### config.mk
export PLATFORM = sky130hd
export DESIGN_NAME = hdmi_island_packet_serializer
export DESIGN_NICKNAME = d
export VERILOG_FILES = /design/src/rtl/hdmi_island_packet_serializer.sv
export SDC_FILE = /design/constraint.sdc
export NUM_CORES = 1
export LEC_CHECK = 0
export CAP_MARGIN = 40
export CORE_MARGIN = 2
export CORE_UTILIZATION = 56
export DETAILED_ROUTE_END_ITERATION = 10
export PLACE_DENSITY = 0.85
export SLEW_MARGIN = 15
export SYNTH_ARGS = -nofsm -noshare
export SYNTH_HDL_FRONTEND = slang
export SYNTH_SLANG_ARGS = --single-unit
export TNS_END_PERCENT = 20
### constraint.sdc
create_clock -name clk -period 20.1 [get_ports clk]
set_clock_uncertainty 0.05 [all_clocks]
set_input_delay 2.01 -clock clk [delete_from_list [all_inputs] [get_ports clk]]
set_output_delay 2.01 -clock clk [all_outputs]
set_load 0.02 [all_outputs]
### src/rtl/hdmi_island_packet_serializer.sv
// hdmi_island_packet_serializer: turns one buffered data-island packet into 32 TERC4 nibble
// triplets with on-the-fly BCH parity, chaining packets back to back within one island.
module hdmi_island_packet_serializer #(
    parameter logic [7:0] PARITY_POLY      = 8'h83,
    parameter bit         NULL_ON_UNDERRUN = 1'b1
) (
    input  logic         clk,
    input  logic         rst,
    input  logic         pkt_valid,
    output logic         pkt_ready,
    input  logic [23:0]  hb,
    input  logic [223:0] pb,
    input  logic         send,
    input  logic         first,
    input  logic         hsync,
    input  logic         vsync,
    output logic [11:0]  aux_data,
    output logic         aux_valid,
    output logic         aux_last,
    output logic         underrun
);
    typedef enum logic {S_IDLE, S_SEND} state_t;

    state_t           state, state_n;
    logic [4:0]       k, j;
    logic [23:0]      buf_hb, hb_sh, src_hb, hb_n;
    logic [3:0][55:0] buf_sp, sp_sh, src_sp, sp_n;
    logic [7:0]       hecc, src_hecc, hecc_n;
    logic [3:0][7:0]  secc, src_secc, secc_n;
    logic [3:0]       ch0, ch1, ch2;
    logic             accept, emit, hs;

    function automatic logic [7:0] step(input logic [7:0] e, input logic b);
        return (e >> 1) ^ ((e[0] ^ b) ? PARITY_POLY : 8'h00);
    endfunction

    // On accept the character is built straight from the buffer (or zeros) with ECC cleared,
    // otherwise from the shift engine; j is the index of the character being produced.
    always_comb begin
        accept   = send && (state == S_IDLE || k == 5'd31);
        emit     = accept ? (!pkt_ready || NULL_ON_UNDERRUN) : (state == S_SEND && k != 5'd31);
        j        = accept ? 5'd0 : k + 5'd1;
        hs       = pkt_valid && pkt_ready;
        src_hb   = accept ? (pkt_ready ? 24'h0 : buf_hb) : hb_sh;
        src_hecc = accept ? 8'h00 : hecc;
        hb_n     = src_hb >> 1;
        hecc_n   = j < 5'd24 ? step(src_hecc, src_hb[0]) : src_hecc >> 1;
        ch0      = {~(accept & first), j < 5'd24 ? src_hb[0] : src_hecc[0], vsync, hsync};
        for (int i = 0; i < 4; i++) begin
            src_sp[i]   = accept ? (pkt_ready ? 56'h0 : buf_sp[i]) : sp_sh[i];
            src_secc[i] = accept ? 8'h00 : secc[i];
            sp_n[i]     = src_sp[i] >> 2;
            secc_n[i]   = j < 5'd28 ? step(step(src_secc[i], src_sp[i][0]), src_sp[i][1])
                                    : src_secc[i] >> 2;
            ch1[i]      = j < 5'd28 ? src_sp[i][0] : src_secc[i][0];
            ch2[i]      = j < 5'd28 ? src_sp[i][1] : src_secc[i][1];
        end
        state_n  = emit ? S_SEND : S_IDLE;
    end

    always_ff @(posedge clk or posedge rst) begin
        if (rst)
            state <= S_IDLE;
        else
            state <= state_n;
    end

    always_ff @(posedge clk or posedge rst) begin
        if (rst) begin
            pkt_ready <= 1'b1;
            buf_hb    <= 24'h0;
            buf_sp    <= '0;
            hb_sh     <= 24'h0;
            sp_sh     <= '0;
            hecc      <= 8'h00;
            secc      <= '0;
            k         <= 5'd0;
            aux_data  <= 12'h00C;
            aux_valid <= 1'b0;
            aux_last  <= 1'b0;
            underrun  <= 1'b0;
        end else begin
            pkt_ready <= ~hs & (accept | pkt_ready);
            if (hs) begin
                buf_hb <= hb;
                buf_sp <= pb;
            end
            if (emit) begin
                hb_sh <= hb_n;
                sp_sh <= sp_n;
                hecc  <= hecc_n;
                secc  <= secc_n;
            end
            k         <= emit ? j : 5'd0;
            aux_data  <= emit ? {ch2, ch1, ch0} : {8'h00, 2'b11, vsync, hsync};
            aux_valid <= emit;
            aux_last  <= emit && j == 5'd31;
            underrun  <= accept && pkt_ready;
        end
    end
endmodule

==> results of run 1 <==
-- sequential cells by signal, summed over array words and instances, names as in the netlist --
signal,flops
hb_sh,23
buf_sp,224
aux_data,12
underrun,1
sp_sh,216
aux_last,1
pkt_ready,1
buf_hb,24
hecc,8
aux_valid,1
secc,32
k,5
-- cells in the final DEF (no fill, tap or decap), types with 11 or more instances in the layout --
cell and count:
inv_1 180, a21oi_1 18, clkbuf_8 19, mux2_2 248, xnor2_1 11, clkbuf_1 16, clkbuf_16 55, clkdlybuf4s50_1 269
o22ai_1 176, a22oi_1 12, dfrtp_1 545, a221oi_1 44, buf_4 16, nand2_1 425, o21ai_0 204, nor2_1 113
-- cell families (layout without fill, tap and decap cells) --
logic type / after synthesis / count (layout) / synth area share
AND/OR/NAND/NOR: 569 / 569 / 0.0939
flip-flops: 548 / 548 / 0.584
AO/OA/AOI/OAI: 510 / 510 / 0.134
buffers and inverters: 354 / 585 / 0.0602
multiplexers: 250 / 250 / 0.120
XOR/XNOR: 17 / 17 / 0.00634
adder cells (fa/ha/maj): 2 / 2 / 0.00107
other: 0 / 5 / 0
-- power groups by stage --
stage               Sequential (mW)  Combinational, mW  Clock, mW
floorplan                      1.79              0.908          0
global placement               1.84               1.09          0
detailed placement             1.86               1.17          0
CTS                            1.85               1.18       1.07
global route                   1.90               1.33       1.11
finish                         1.85               1.19       1.05
-- cell type report --
type / instances / area share
flip-flops and latches: 548 / 0.481
repair buffers: 301 / 0.112
multi-input cells: 1348 / 0.294
diodes: 5 / 0.000439
inverters: 182 / 0.0242
well taps: 539 / 0.0236
clock inverters: 12 / 0.00574
clock buffers: 90 / 0.0595
-- how the worst max path moves through the flow --
stage | startpoint | to | slack, ps | depth (start not counted)
floorplan | rst | aux_data[0] | 2720 | 1
global placement | pkt_valid | buf_sp[185] | 14870 | 5
detailed placement | rst | buf_sp[211] | 15310 | 5
CTS | pkt_ready | pkt_ready | 15860 | 1
global route | pkt_ready | pkt_ready | 15840 | 1
finish | pkt_ready | pkt_ready | 15900 | 1
-- per-stage QoR --
stage	utilization	total power [mW]	worst slack [ps]	hold WS, ps
floorplan	-	2.69	2720	398
global placement	0.632	2.93	14870	410
detailed placement	0.637	3.03	15310	420
CTS	0.681	4.10	15860	436
global route	0.685	4.35	15840	456
finish	0.685	4.09	15900	435
-- metal layers --
| metal | wire, um | GRT usage | part of all wire | up-vias |
|---|---|---|---|---|
| met5 | 44 | 0 | 0.00081 | - |
| met4 | 1730 | 0.0889 | 0.032 | 6 |
| met3 | 3410 | 0.0521 | 0.063 | 119 |
| met2 | 26600 | 0.416 | 0.49 | 578 |
| met1 | 22200 | 0.328 | 0.41 | 8564 |
| li1 | - | - | - | 8005 |
==> run summary, run 1 <==
Outcome: complete, no violations
Total routing resource utilization after global routing: 0.250
Later-pin clock latency in the skew report: 600 ps
Final setup violating endpoints: 0
Worst-margin pin slew: 1100 ps
Relative slew slack: 0.270
Global-route wire length before repair: 89.0 mm
Total die area: 0.0436 mm^2
Number of flops mapped to enable cells by yosys: 0
Post-cts hold buffer count: 0
Synth cell types: 42
Floorplan die width: 209 um
Total global routing overflow: 0
Crit-path leading delay family: flip-flops
Min-Delay Startpoint: secc[13]
Multi-input combinational cell area: 0.00838 mm^2
Worst Setup Start Kind: flip-flop
Worst Path Max Fanout: 29
Final number of max-transition violations: 0
Fin nets: 2,693
CP max-delay cell: dfstp_4
Proportion of synthesized chip area in sequential cells: 0.584
Sequential Power Share: 0.453
Port Buffers: 270
Maximum level of the CTS H-tree: 2
End of the worst register-to-register path: aux_data[7]
Power share of the combinational group: 0.290
Post-synth ARST share: 1.00
RSZ-0062 raised after global routing: false
Min-Delay Endpoint: secc[11]
Classification of the worst setup path: reg2out
Number of antenna violations at the first check in global routing: 9
Capturing element type of the critical path: output port
Inst Count DP: 2,913
Leakage power of the design: 12.4 nW
Vias after detailed routing: 17,272
Most frequent cell after synthesis: dfrtp_1
Top cells by count, synth: 545 x dfrtp_1, 426 x nand2_1, 248 x mux2_2, 204 x o21ai_0, 182 x inv_1
Floorplan die height: 209 um
Gate count of the mapped netlist: 2,250
Via count of the first global-routing pass: 17,571
Fraction of layout cells with a size suffix above 1: 0.153
Minimum setup slack among reg-to-reg paths: 16,540 ps
Cell depth of the worst hold path: 2
Setup_tns: 0 ps
CTS tree: built
Switching share of power: 0.314
Fillers: 2,974
Maximum clock path buffer count: 3
Internal power component: 2.80 mW
Mean cell area of the mapped netlist: 10.4 um^2
Drc violations: 0
Detailed-route vias per instance: 5.71
Worst r2r path cells: 7
Initial drt markers: 1,418
Power spent charging and discharging nets: 1.28 mW
Starting Density: 0.563
Fraction of synthesized cell area taken by the top area cell type: 0.581
Cell accounting for the most synthesized area: dfrtp_1
Sinks on Clock Net: 548
Number of rows created at floorplan: 75
Netlist area before placement: 0.0235 mm^2
Placed inst area: 0.0265 mm^2
Maximum number of pins on one net before global-route repair: 187
Clock share of power: 0.256
Final Hold Viols: 0
Count of cells resized by post-cts repair: 0
Synthesis-stage register bit count: 548
Maximum VDD drop: 0.0000807 V
Warnings from Yosys: 0
I/O Pins: 271
Synth Flop Type: dfrtp_1
Data required, critical path: 18,040 ps
Wire length reported by the detailed router: 54.0 mm
Remaining antenna violation count: 0
Layout area overhead: 21.6%
Worst min path class: reg2reg
Buffering stage count on the worst path with inverters included: 1
Total core area: 0.0417 mm^2
Critical path cell sequence: clkdlybuf4s50_1
Detailed-router iteration count before antenna repair: 8
Area used by sequential logic in the layout: 0.0137 mm^2
Final instance area: 0.0285 mm^2
Clock transition at the register clock pins on the worst setup and hold paths after CTS: 60 ps
Net count after synthesis: 2,507
Dominant cells by area after synthesis: dfrtp_1 58%, mux2_2 12%, nand2_1 6.8%
Max capacitance violation total: 0
Final cell count without fillers: 3,025
Clock Tree Root: clkbuf_16
Data arrival time of the worst path: 2140 ps
Tcrit/Tclk final: 0.209
Post-CTS setup buffer count: 0
Routability congestion estimate: 0.827
Post-layout min period: 4200 ps
Average routed wire per standard cell: 17.9 um
Total power density per cell area: 143 mW/mm^2
RR Startpoint: k[0]
Highest clock rate: 238 MHz
Largest incremental delay on the critical path: 850 ps
TritonCTS Buffers: 55
Estimated wirelength of the detail-placed design: 34.1 mm
Note: power is estimated with default switching activity, not from simulation.
==> inputs of run 2 (changes only) <==
--- a/config.mk
+++ b/config.mk
@@ -7,9 +7,9 @@
 export LEC_CHECK = 0
 export CAP_MARGIN = 40
 export CORE_MARGIN = 2
-export CORE_UTILIZATION = 56
+export CORE_UTILIZATION = 51
 export DETAILED_ROUTE_END_ITERATION = 10
-export PLACE_DENSITY = 0.85
+export PLACE_DENSITY = 0.82
 export SLEW_MARGIN = 15
 export SYNTH_ARGS = -nofsm -noshare
 export SYNTH_HDL_FRONTEND = slang
==> constraint.sdc (replaced) <==
create_clock -name clk -period 3.78 [get_ports clk]
set_clock_uncertainty 0.05 [all_clocks]
set_input_delay 0.378 -clock clk [delete_from_list [all_inputs] [get_ports clk]]
set_output_delay 0.378 -clock clk [all_outputs]
set_load 0.02 [all_outputs]
==> run 2 against run 1 <==
  * Design area rose by 0.56%
  * Non-clock buffer count grew 8
  * Total power increased to 5.3 times the previous value
  * Via count shrank 0.97%
  * Sequential power grew to 5.3 times the previous value
  * Setup slack worse by 15000 ps
  * Combinational power rose to 5.2 times the previous value
  * Clock power rose to 5.5 times the previous value
  * Sequential cell count unchanged
  * Hold slack got worse by 260 ps
  * Critical endpoint is now sp_sh[118]
==> run summary, run 2 (synthesized netlist as in run 1, its figures left out) <==
Switching share of power: 0.314 (-0.000375)
Starting Density: 0.517 (-0.0461)
Internal power component: 15.0 mW (+430%)
Floorplan die width: 219 um (+4.7%)
Relative slew slack: 0.214 (-0.0558)
Final Hold Viols: 0 (unchanged)
Final Core Density: 0.632 (-0.0526)
Remaining antenna violation count: 0 (unchanged)
Power spent charging and discharging nets: 6.86 mW (+430%)
Largest regs: buf_sp (224), sp_sh (216), secc (32)
Highest clock rate: 353 MHz
Data required, critical path: 4240 ps (-13,800 ps)
Clock Tree Root: clkbuf_16
Overall power after layout: 21.8 mW (+430%)
Worst min path class: in2reg
Total global routing overflow: 0 (unchanged)
Later-pin clock latency in the skew report: 600 ps (about the same)
Sequential Power Share: 0.453 (about the same)
Most frequent cells in the layout: 545 x dfrtp_1, 425 x nand2_1, 269 x clkdlybuf4s50_1
Via count of the first global-routing pass: 17,157 (-2.4%)
CTS tree: built
Detailed-router iteration count before antenna repair: 6 (-2)
Power share of the combinational group: 0.285 (-0.005)
Floorplan die height: 219 um (+4.7%)
Final setup violating endpoints: 0 (unchanged)
Global-route wire length before repair: 87.5 mm (-1.6%)
Average routed wire per standard cell: 17.5 um (-2.2%)
Clock transition at the register clock pins on the worst setup and hold paths after CTS: 60 ps (about the same)
Detailed-route vias per instance: 5.52 (-3.3%)
Maximum number of pins on one net before global-route repair: 258 (+38%)
Worst Setup Start Kind: flip-flop
Outcome: complete, no violations
Pre-CTS setup slack: 984 ps (-14,330 ps)
Inst Count DP: 2,985 (+2.5%)
Number of rows created at floorplan: 78 (+4.0%)
Fillers: 3,500 (+18%)
Classification of the worst setup path: reg2reg
Post-cts hold buffer count: 0 (unchanged)
Total power density per cell area: 761 mW/mm^2 (+430%)
Fraction of layout cells with a size suffix above 1: 0.159 (+0.00615)
Worst Path Max Fanout: 80 (+180%)
Sinks on Clock Net: 548 (unchanged)
Initial drt markers: 1,372 (-3.2%)
Max capacitance violation total: 0 (unchanged)
Leakage power of the design: 12.4 nW (+0.43%)
Drc violations: 0 (unchanged)
Maximum level of the CTS H-tree: 2 (unchanged)
Maximum VDD drop: 0.000408 V (+410%)
Final number of max-transition violations: 0 (unchanged)
Fin nets: 2,703 (+0.37%)
Flip-flop count of the largest register after layout: 224 (unchanged)
I/O Pins: 271 (unchanged)
Worst-case setup margin in the final layout: 949 ps (-14,950 ps)
Worst-margin pin slew: 1180 ps (+83.7 ps)
Tcrit/Tclk final: 0.749
Wire length reported by the detailed router: 54.1 mm (+0.16%)
RSZ-0062 raised after global routing: false
Vias after detailed routing: 17,105 (-0.97%)
Port Buffers: 270 (unchanged)
Final cell count without fillers: 3,097 (+2.4%)
Commonest non-fill, non-tap cell in the layout: dfrtp_1
Number of antenna violations at the first check in global routing: 4 (-5)
Count of cells resized by post-cts repair: 0 (unchanged)
Post-layout min period: 2830 ps
TritonCTS Buffers: 57 (+3.6%)
Capturing element type of the critical path: flip-flop
Clock share of power: 0.262 (+0.006)
Total die area: 0.0478 mm^2 (+9.6%)
Post-CTS setup buffer count: 0 (unchanged)
Total core area: 0.0454 mm^2 (+8.9%)
Register ranked first by flip-flop count: buf_sp
Maximum clock path buffer count: 3 (unchanged)
Total routing resource utilization after global routing: 0.227 (-0.0229)
Data arrival time of the worst path: 3290 ps (+1150 ps)
Layout area overhead: 22.2%
Routability congestion estimate: 0.834 (+0.96%)
Estimated wirelength of the detail-placed design: 34.8 mm (+2.2%)
## run 2: power by group through the flow
stage | registers, mW | logic (mW) | clock network, mW
detailed placement | 9.94 | 6.17 | 0
finish | 9.89 | 6.23 | 5.73
CTS | 9.88 | 6.24 | 5.85
global placement | 9.83 | 5.87 | 0
global route | 10.2 | 6.99 | 6.09
floorplan | 9.50 | 4.83 | 0
## run 2: path summary, 6_finish.rpt
check,start,endpoint,slack (ps),cells past startpoint
worst min-delay path,hsync,aux_data[0],170,1
worst max register to register,k[0],sp_sh[118],950,8
worst min register to register,secc[13],secc[11],440,2
min in group asynchronous,rst,buf_sp[26],210,2
worst max-delay path,k[0],sp_sh[118],950,8
max in group asynchronous,rst,buf_sp[83],2370,3
## run 2: critical path: stages, from the launching register on
cell	delay, ps
dfrtp_1	390
ha_1	200
and3_1	170
ha_1	210
nand2b_4	270
buf_4	530
buf_4	620
nand2_1	140
o21ai_0	130
## run 2: layout make-up
type                    count  area [um^2]  area share
well taps                 600          751      0.0262
clock buffers              83         1680      0.0587
multi-input cells        1348         8380       0.292
flip-flops and latches    548        13700       0.478
repair buffers            309         3200       0.111
inverters                 182          687      0.0239
clock inverters            22          256     0.00894
diodes                      5         12.5    0.000436
## run 2: layer usage
layer,track usage,up-vias,part of all wire
li1,-,8042,-
met1,0.304,8481,0.43
met2,0.373,478,0.49
met3,0.0341,104,0.051
met4,0.0916,0,0.029
met5,0,-,0
## run 2: through the flow
stage                     hold WS [ps]  TNS [ps]  cell area [um^2]
after detailed placement           418         0             26700
final                              171         0             28700
after global placement             410         0             26600
after CTS                          133         0             28600
after global routing               140         0             28700
after floorplan                    359  -2241310             23500
